### src/rtl/level_meter_ctrl.sv
// rtl/level_meter_ctrl.sv - windowed in/out mean-square meter with shared log converter, gain in 0.1 dB
module level_meter_ctrl #(
  parameter int WIN_LOG2 = 13
) (
  input  logic               clk,
  input  logic               reset,
  input  logic               sample_valid,
  input  logic signed [15:0] in_wave,
  input  logic signed [15:0] out_wave,
  output logic               conv_req,
  output logic               conv_sel,
  output logic        [31:0] conv_arg,
  input  logic               conv_ack,
  input  logic signed [15:0] conv_result,
  input  logic               ovr_clr,
  output logic signed [15:0] db_level,
  output logic               db_valid,
  output logic               overrun
);

  typedef enum logic [1:0] {IDLE, REQ_IN, REQ_OUT, DONE} state_t;

  localparam logic [WIN_LOG2-1:0] CNT_MAX  = '1;
  localparam logic signed [15:0]  FLOOR_DB = -16'sd1000;

  state_t state_q, state_d;

  logic [WIN_LOG2-1:0] cnt;
  logic [47:0]         in_sum, out_sum;
  logic [31:0]         in_snap, out_snap;
  logic signed [15:0]  in_res;
  logic signed [15:0]  out_r;
  logic signed [16:0]  db_diff;
  logic signed [15:0]  db_sat;

  logic signed [31:0]  in_prod, out_prod;
  logic [47:0]         in_next, out_next;
  logic [47:0]         in_shift, out_shift;
  logic                win_close;
  logic                in_zero, out_zero;

  // Squares of full-scale negative samples are exactly 2**30, so 31 bits never overflow.
  assign in_prod   = in_wave * in_wave;
  assign out_prod  = out_wave * out_wave;
  assign in_next   = in_sum + {17'd0, in_prod[30:0]};
  assign out_next  = out_sum + {17'd0, out_prod[30:0]};
  assign in_shift  = in_next >> WIN_LOG2;
  assign out_shift = out_next >> WIN_LOG2;
  assign win_close = sample_valid && (cnt == CNT_MAX);
  assign in_zero   = (in_snap == 32'd0);
  assign out_zero  = (out_snap == 32'd0);

  // Output-channel result as seen in REQ_OUT; a zero operand substitutes the -100.0 dB floor.
  assign out_r   = out_zero ? FLOOR_DB : conv_result;
  assign db_diff = {out_r[15], out_r} - {in_res[15], in_res};

  // Clamp the 17-bit gain difference into the signed 16-bit range.
  always_comb begin
    db_sat = db_diff[15:0];
    if (db_diff > 17'sd32767) begin
      db_sat = 16'sh7FFF;
    end else if (db_diff < -17'sd32768) begin
      db_sat = 16'sh8000;
    end
  end

  // Sample accumulation and window counting; runs every sample regardless of FSM state.
  always_ff @(posedge clk) begin
    if (reset) begin
      cnt     <= '0;
      in_sum  <= '0;
      out_sum <= '0;
    end else if (sample_valid) begin
      cnt <= cnt + WIN_LOG2'(1);
      if (win_close) begin
        in_sum  <= '0;
        out_sum <= '0;
      end else begin
        in_sum  <= in_next;
        out_sum <= out_next;
      end
    end
  end

  // State register, snapshots, captured results, gain output and sticky overrun.
  always_ff @(posedge clk) begin
    if (reset) begin
      state_q  <= IDLE;
      in_snap  <= '0;
      out_snap <= '0;
      in_res   <= '0;
      db_level <= '0;
      db_valid <= 1'b0;
      overrun  <= 1'b0;
    end else begin
      state_q  <= state_d;
      db_valid <= 1'b0;
      if (win_close && state_q == IDLE) begin
        in_snap  <= in_shift[31:0];
        out_snap <= out_shift[31:0];
      end
      if (win_close && state_q != IDLE) begin
        overrun <= 1'b1;
      end else if (ovr_clr) begin
        overrun <= 1'b0;
      end
      if (state_q == REQ_IN) begin
        if (in_zero) begin
          in_res <= FLOOR_DB;
        end else if (conv_ack) begin
          in_res <= conv_result;
        end
      end
      // The gain register loads as REQ_OUT completes so db_valid and db_level align in DONE.
      if (state_q == REQ_OUT && (out_zero || conv_ack)) begin
        db_level <= db_sat;
        db_valid <= 1'b1;
      end
    end
  end

  // Next-state and converter handshake outputs.
  always_comb begin
    state_d  = state_q;
    conv_req = 1'b0;
    conv_sel = 1'b0;
    conv_arg = 32'd0;
    case (state_q)
      IDLE: begin
        if (win_close) state_d = REQ_IN;
      end
      REQ_IN: begin
        conv_arg = in_snap;
        conv_req = !in_zero;
        if (in_zero || conv_ack) state_d = REQ_OUT;
      end
      REQ_OUT: begin
        conv_sel = 1'b1;
        conv_arg = out_snap;
        conv_req = !out_zero;
        if (out_zero || conv_ack) state_d = DONE;
      end
      DONE: begin
        state_d = IDLE;
      end
      default: begin
        state_d = IDLE;
      end
    endcase
  end

endmodule

### config.mk
export PLATFORM = sky130hd
export DESIGN_NAME = level_meter_ctrl
export DESIGN_NICKNAME = d
export VERILOG_FILES = /design/src/rtl/level_meter_ctrl.sv
export SDC_FILE = /design/constraint.sdc
export NUM_CORES = 2
export LEC_CHECK = 0
export CAP_MARGIN = 20
export CORE_ASPECT_RATIO = 0.75
export CORE_MARGIN = 3
export CORE_UTILIZATION = 58
export DETAILED_ROUTE_END_ITERATION = 12
export GPL_TIMING_DRIVEN = 0
export PLACE_DENSITY_LB_ADDON = 0.08
export SLEW_MARGIN = 10
export SYNTH_ARGS = -nofsm -noshare
export SYNTH_HDL_FRONTEND = slang
export SYNTH_SLANG_ARGS = --single-unit
### constraint.sdc
create_clock -name clk -period 9.55 [get_ports clk]
set_input_delay 1.91 -clock clk [delete_from_list [all_inputs] [get_ports clk]]
set_output_delay 1.91 -clock clk [all_outputs]
set_load 0.005 [all_outputs]
# ---- After elaboration in Yosys (flattened, before gate mapping)
# Index checks and enable logic that the tools add are counted.
# W data, S select, Z words.
dict set report classes {
  n_addsub 4
  mul 2
  div_mod_pow 0
  magnitude_cmp 2
  eq_ne 7
  shift 0
  mux 17
  bitwise 0
  n_reduce_logical 16
}
# op n
set ops {}
lappend ops {{$add A48 B31 Y48} 2}
lappend ops {{$mux W48} 2}
lappend ops {{$mux W16} 5}
lappend ops {{$logic_not A32 Y1} 2}
lappend ops {{$pmux W32 S2} 1}
lappend ops {{$mul A16 B16 Y31} 2}
lappend ops {{$gt A17 B16 Y1 const B} 1}
lappend ops {{$lt A17 B16 Y1 const B} 1}
lappend ops {{$sub A16 B16 Y17} 1}
lappend ops {{$add A13 B1 Y13 const B} 1}
lappend ops {{$eq A13 B13 Y1 const B} 1}
lappend ops {{$pmux W2 S4} 1}
lappend ops {{$mux W2} 3}
lappend ops {{$reduce_bool A2 Y1} 3}
lappend ops {{$eq A2 B2 Y1 const B} 2}
lappend ops {{$logic_and A1 B1 Y1} 4}
lappend ops {{$mux W1} 4}
lappend ops {{$ne A2 B1 Y1 const B} 2}
lappend ops {{$reduce_and A3 Y1} 1}
lappend ops {{$eq A2 B1 Y1 const B} 1}
lappend ops {{$logic_not A1 Y1} 2}
lappend ops {{$logic_not A2 Y1} 1}
lappend ops {{$logic_or A1 B1 Y1} 2}
lappend ops {{$ne A2 B2 Y1 const B} 1}
lappend ops {{other kinds (2)} 2}
dict set report totals {
  ff_bits 209
  latch_bits 0
  ram_bits 0
  rom_bits 0
  inputBits 53
  output_inout_bits 52
  mem_count 0
}

# ---- Logic depth before layout (Yosys ltp)
dict set report depth {
  ltp_word 6
  depth_mapped 35
  depth_no_buf 33
}

# ---- Least setup slack after synthesis
# No wires, ideal clock.
dict set report synth_timing {
  path_type {in2reg}
  start {in in_wave[15]}
  end {reg in_snap[27]}
  setup_ns 0.091
  arrival_time_ns 9.667
  setup_slack_ns -0.208
  stages 30
  n_path_buf 4
  cell_sequence {clkbuf_1 -> clkbuf_1 -> nand2_1 -> fa_1 -> inv_1 -> fa_1 -> fa_1 -> fa_1 -> fa_1 -> inv_1 -> fa_1 -> inv_1 -> ha_1 -> clkbuf_1 -> or3_1 -> o2111ai_1 -> nor3b_1 -> a211oi_1 -> or3_1 -> a31o_2 -> a21oi_1 -> xnor2_1 -> ha_1 -> clkbuf_1 -> and3_1 -> nand2_1 -> a21boi_0 -> a21oi_4 -> or3_1 -> a311oi_1}
}
dict set report synth_via {
  elab_chain_cells 2
}
# item line
set synth_lines {}
lappend synth_lines {{start, declared} 8} ;# input logic signed [15:0] in_wave,
lappend synth_lines {{$mul A16 B16 Y31} 43} ;# assign in_prod = in_wave * in_wave;
lappend synth_lines {{$add A48 B31 Y48} 45} ;# assign in_next = in_sum + {17'd0, in_prod[30:0]};
lappend synth_lines {{end signal, assigned} 99} ;# in_snap <= in_shift[31:0];
lappend synth_lines {{end, declared} 30} ;# logic [31:0] in_snap, out_snap;
# No other way between the ends.
# A chain may end at the register's enable or synchronous reset.

# ---- Worst setup path in the final report
dict set report layout_timing {
  start {in out_wave[6]}
  end {reg out_sum[33]}
}
dict set report layout_via {
  elab_chain_cells 3
}
# item line
set layout_lines {}
lappend layout_lines {{start, declared} 9} ;# input logic signed [15:0] out_wave,
lappend layout_lines {{$mul A16 B16 Y31} 44} ;# assign out_prod = out_wave * out_wave;
lappend layout_lines {{$add A48 B31 Y48} 46} ;# assign out_next = out_sum + {17'd0, out_prod[30:0]};
lappend layout_lines {{$mux W48} 75} ;# if (win_close) begin
lappend layout_lines {{end signal, assigned} 80} ;# out_sum <= out_next;
lappend layout_lines {{end, declared} 29} ;# logic [47:0] in_sum, out_sum;
# No other way between the ends.

==> results.md <==
* Status: complete, no violations
* Most used DFF post-synth: dfxtp_1
* Layout area overhead at 14.0%
* Worst-path clk slew at 0.07 ns
* Synth Warn # at 0
* Die Span Y at 205 um
* Total Wirelength at 90000 um
* Fraction of layout cells with a size suffix above 1 at 10.1%
* CTS buffer count at 21
* Clock period minus worst slack at 9.33 ns
* I/O pin count at 105
* Synth area leaders: fa_1 (30%), dfxtp_1 (13%), ha_1 (11%)
* Post-synth top area cell: fa_1
* Hold Fails Final Rpt at 0
* Via Count at 26.3k
* Most frequent cells in the layout: inv_1 (687), fa_1 (440), nand2_1 (289)
* Antenna-violating nets left at 0
* Worst Path Required at 9.99 ns
* Nets at 4575
* DIE AREA at 55700 sq um
* CP endpoint kind: flop
* HP Class: reg2reg
* CTS sink cnt at 203
* Worst Setup Start Kind: input pin
* Critical Path Max Stage Delay at 0.58 ns
* Post-route cell area at 34900 sq um
* Net Count, Synth at 4393
* Worst slew pin tran at 1.00 ns
* Seq/Total Area, Yosys at 13.3%
* Top-area cell type share of the netlist area at 29.7%
* Root buf cell: clkbuf_16
* Hold_buf cts at 0
* Crit path DAT at 9.77 ns
* DP Area at 32600 sq um
* Most frequent CP cell: fa_1
* Largest net degree at the start of global routing at 15
* Slew Viols, Final at 0
* Crit Path Max Fanout at 10
* Netlist cell types at 81
* Max Cap Viol at 0
* Yosys reg bits at 203
* Initial antenna violation count at 2
* Site Rows at 72
* Clock Tree Buf Depth at 3
* Syn_area_per_cell at 8.47 sq um
* Fmax at 107 MHz
* RSZ-0062 raised after global routing: yes
* H-tree levels at 1
* Mapped Area at 30600 sq um
* Commonest non-fill, non-tap cell in the layout: inv_1
* Cells after Synth at 3618
* Final worst slack at 0.215 ns
* WHS at 0.453 ns
* Crit-path slowest cell: fa_1
* All-layer global routing usage at 32.7%
* Initial DRC count at 2378
* Via count of the first global-routing pass at 26.8k
* Worst Skew at 0.0280 ns
* EDFF count, synth at 0
* 1st-pass router iterations at 7
* Initial Utilization at 59.1%
* Die Span X at 271 um
* Multi-input gate area at 24300 sq um
* Skew-Pair Late Insertion Delay at 0.54 ns
* Slew Limit Headroom at 33.2%
* First-pass GRT wire length at 145000 um
* Type of the worst setup path: in2reg
* Fillers at 4267
* Drc violations at 0
* Worst slack, placed at -2.55 ns
* Drt wl/cell at 19.9 um
* Sequential cell area at 4060 sq um
* Final period util at 97.7%
* Core area at 51900 sq um
* CTS tree: yes
* Gpl congestion at 0.971
* HPWL Detailed at 73800 um
* Port Buffer Count at 102
* Vias per cell at 5.83
* Grt total ovfl at 0
* Setup-failing EPs final at 0
* Ys async rst share at 0%
==> registers in the layout, summed over array words and instances (netlist names), 2 cells and up <==
signal	cells
in_snap	32
state_q	2
db_level	16
out_snap	32
in_res	16
in_sum	45
out_sum	45
cnt	13
==> synthesized netlist by cell type (all sizes together), types with 72 or more instances <==
cell,count
fa,455
a21oi,188
o21ai,109
and2,77
nand2,312
inv,703
xor2,72
dfxtp,203
clkbuf,121
xnor2,124
nor2,237
ha,267
==> routing by layer <==
metal | vias to the layer above | track usage (%) | share of wire [%]
met2 | 1026 | 50.4 | 44
met4 | 2 | 7.22 | 2.5
met1 | 13100 | 47.8 | 45
met3 | 155 | 6.48 | 8.6
met5 | - | 0 | 0.0089
li1 | 12000 | - | -
==> layout make-up <==
class,count,area share (%)
sequential,203,11.6
clock inverter,9,0.322
buffer,130,2.64
clock buffer,28,1.64
tap,703,2.52
antenna,2,0.0143
inverter,703,7.59
multi-input combinational,2576,69.6
timing repair buffer,165,4.05
==> stage by stage <==
step | TNS, ns | cells | utilization (%)
floorplan | 0 | 3618 | -
global placement | -159.94 | 4423 | 62.7
detailed placement | -164.65 | 4423 | 62.7
CTS | 0 | 4496 | 66.2
global route | -0.0874 | 4517 | 67.3
finish | 0 | 4519 | 67.3
==> critical path, delay by kind of cell <==
family | cells | cell delay, ns
adders and majority gates | 8 | 3.69
AOI/OAI and AO/OA | 15 | 2.74
buffers and inverters | 6 | 0.74
and+or+nand+nor | 2 | 0.51
xor gates and xnor gates | 1 | 0.17
==> timing repair <==
action	CTS	global route
pin swaps	58	93
gates cloned	0	1
setup buffers	40	23
setup endpoints to repair	106	79
hold endpoints to repair	0	0
resized for setup	259	245
==> kinds of logic after synthesis <==
| logic type | count (synthesis) | synth area share (%) |
|---|---|---|
| AO/OA/AOI/OAI | 670 | 14.5 |
| AND/OR/NAND/NOR | 982 | 15.5 |
| adder cells (fa/ha/maj) | 722 | 40.6 |
| flip-flops | 203 | 13.3 |
| XOR/XNOR | 196 | 5.60 |
| multiplexers | 5 | 0.171 |
| buffers and inverters | 840 | 10.4 |
==> path summary, 6_finish.rpt <==
| path | endpoint | from | depth (start not counted) | slack, ns |
|---|---|---|---|---|
| hold / removal | db_level[0]$_SDFFE_PP0P_ | db_level[0]$_SDFFE_PP0P_ | 2 | 0.45 |
| setup reg to reg | db_level[5]$_SDFFE_PP0P_ | out_snap[17]$_SDFFE_PP0P_ | 17 | 4.08 |
| hold reg to reg | db_level[0]$_SDFFE_PP0P_ | db_level[0]$_SDFFE_PP0P_ | 2 | 0.45 |
| setup / recovery | out_sum[33]$_SDFFE_PP0P_ | out_wave[6] | 32 | 0.22 |
Power is left out: the tool's default activity adds up to more than one toggle a clock period on the data nets, which glitch-free logic cannot reach.
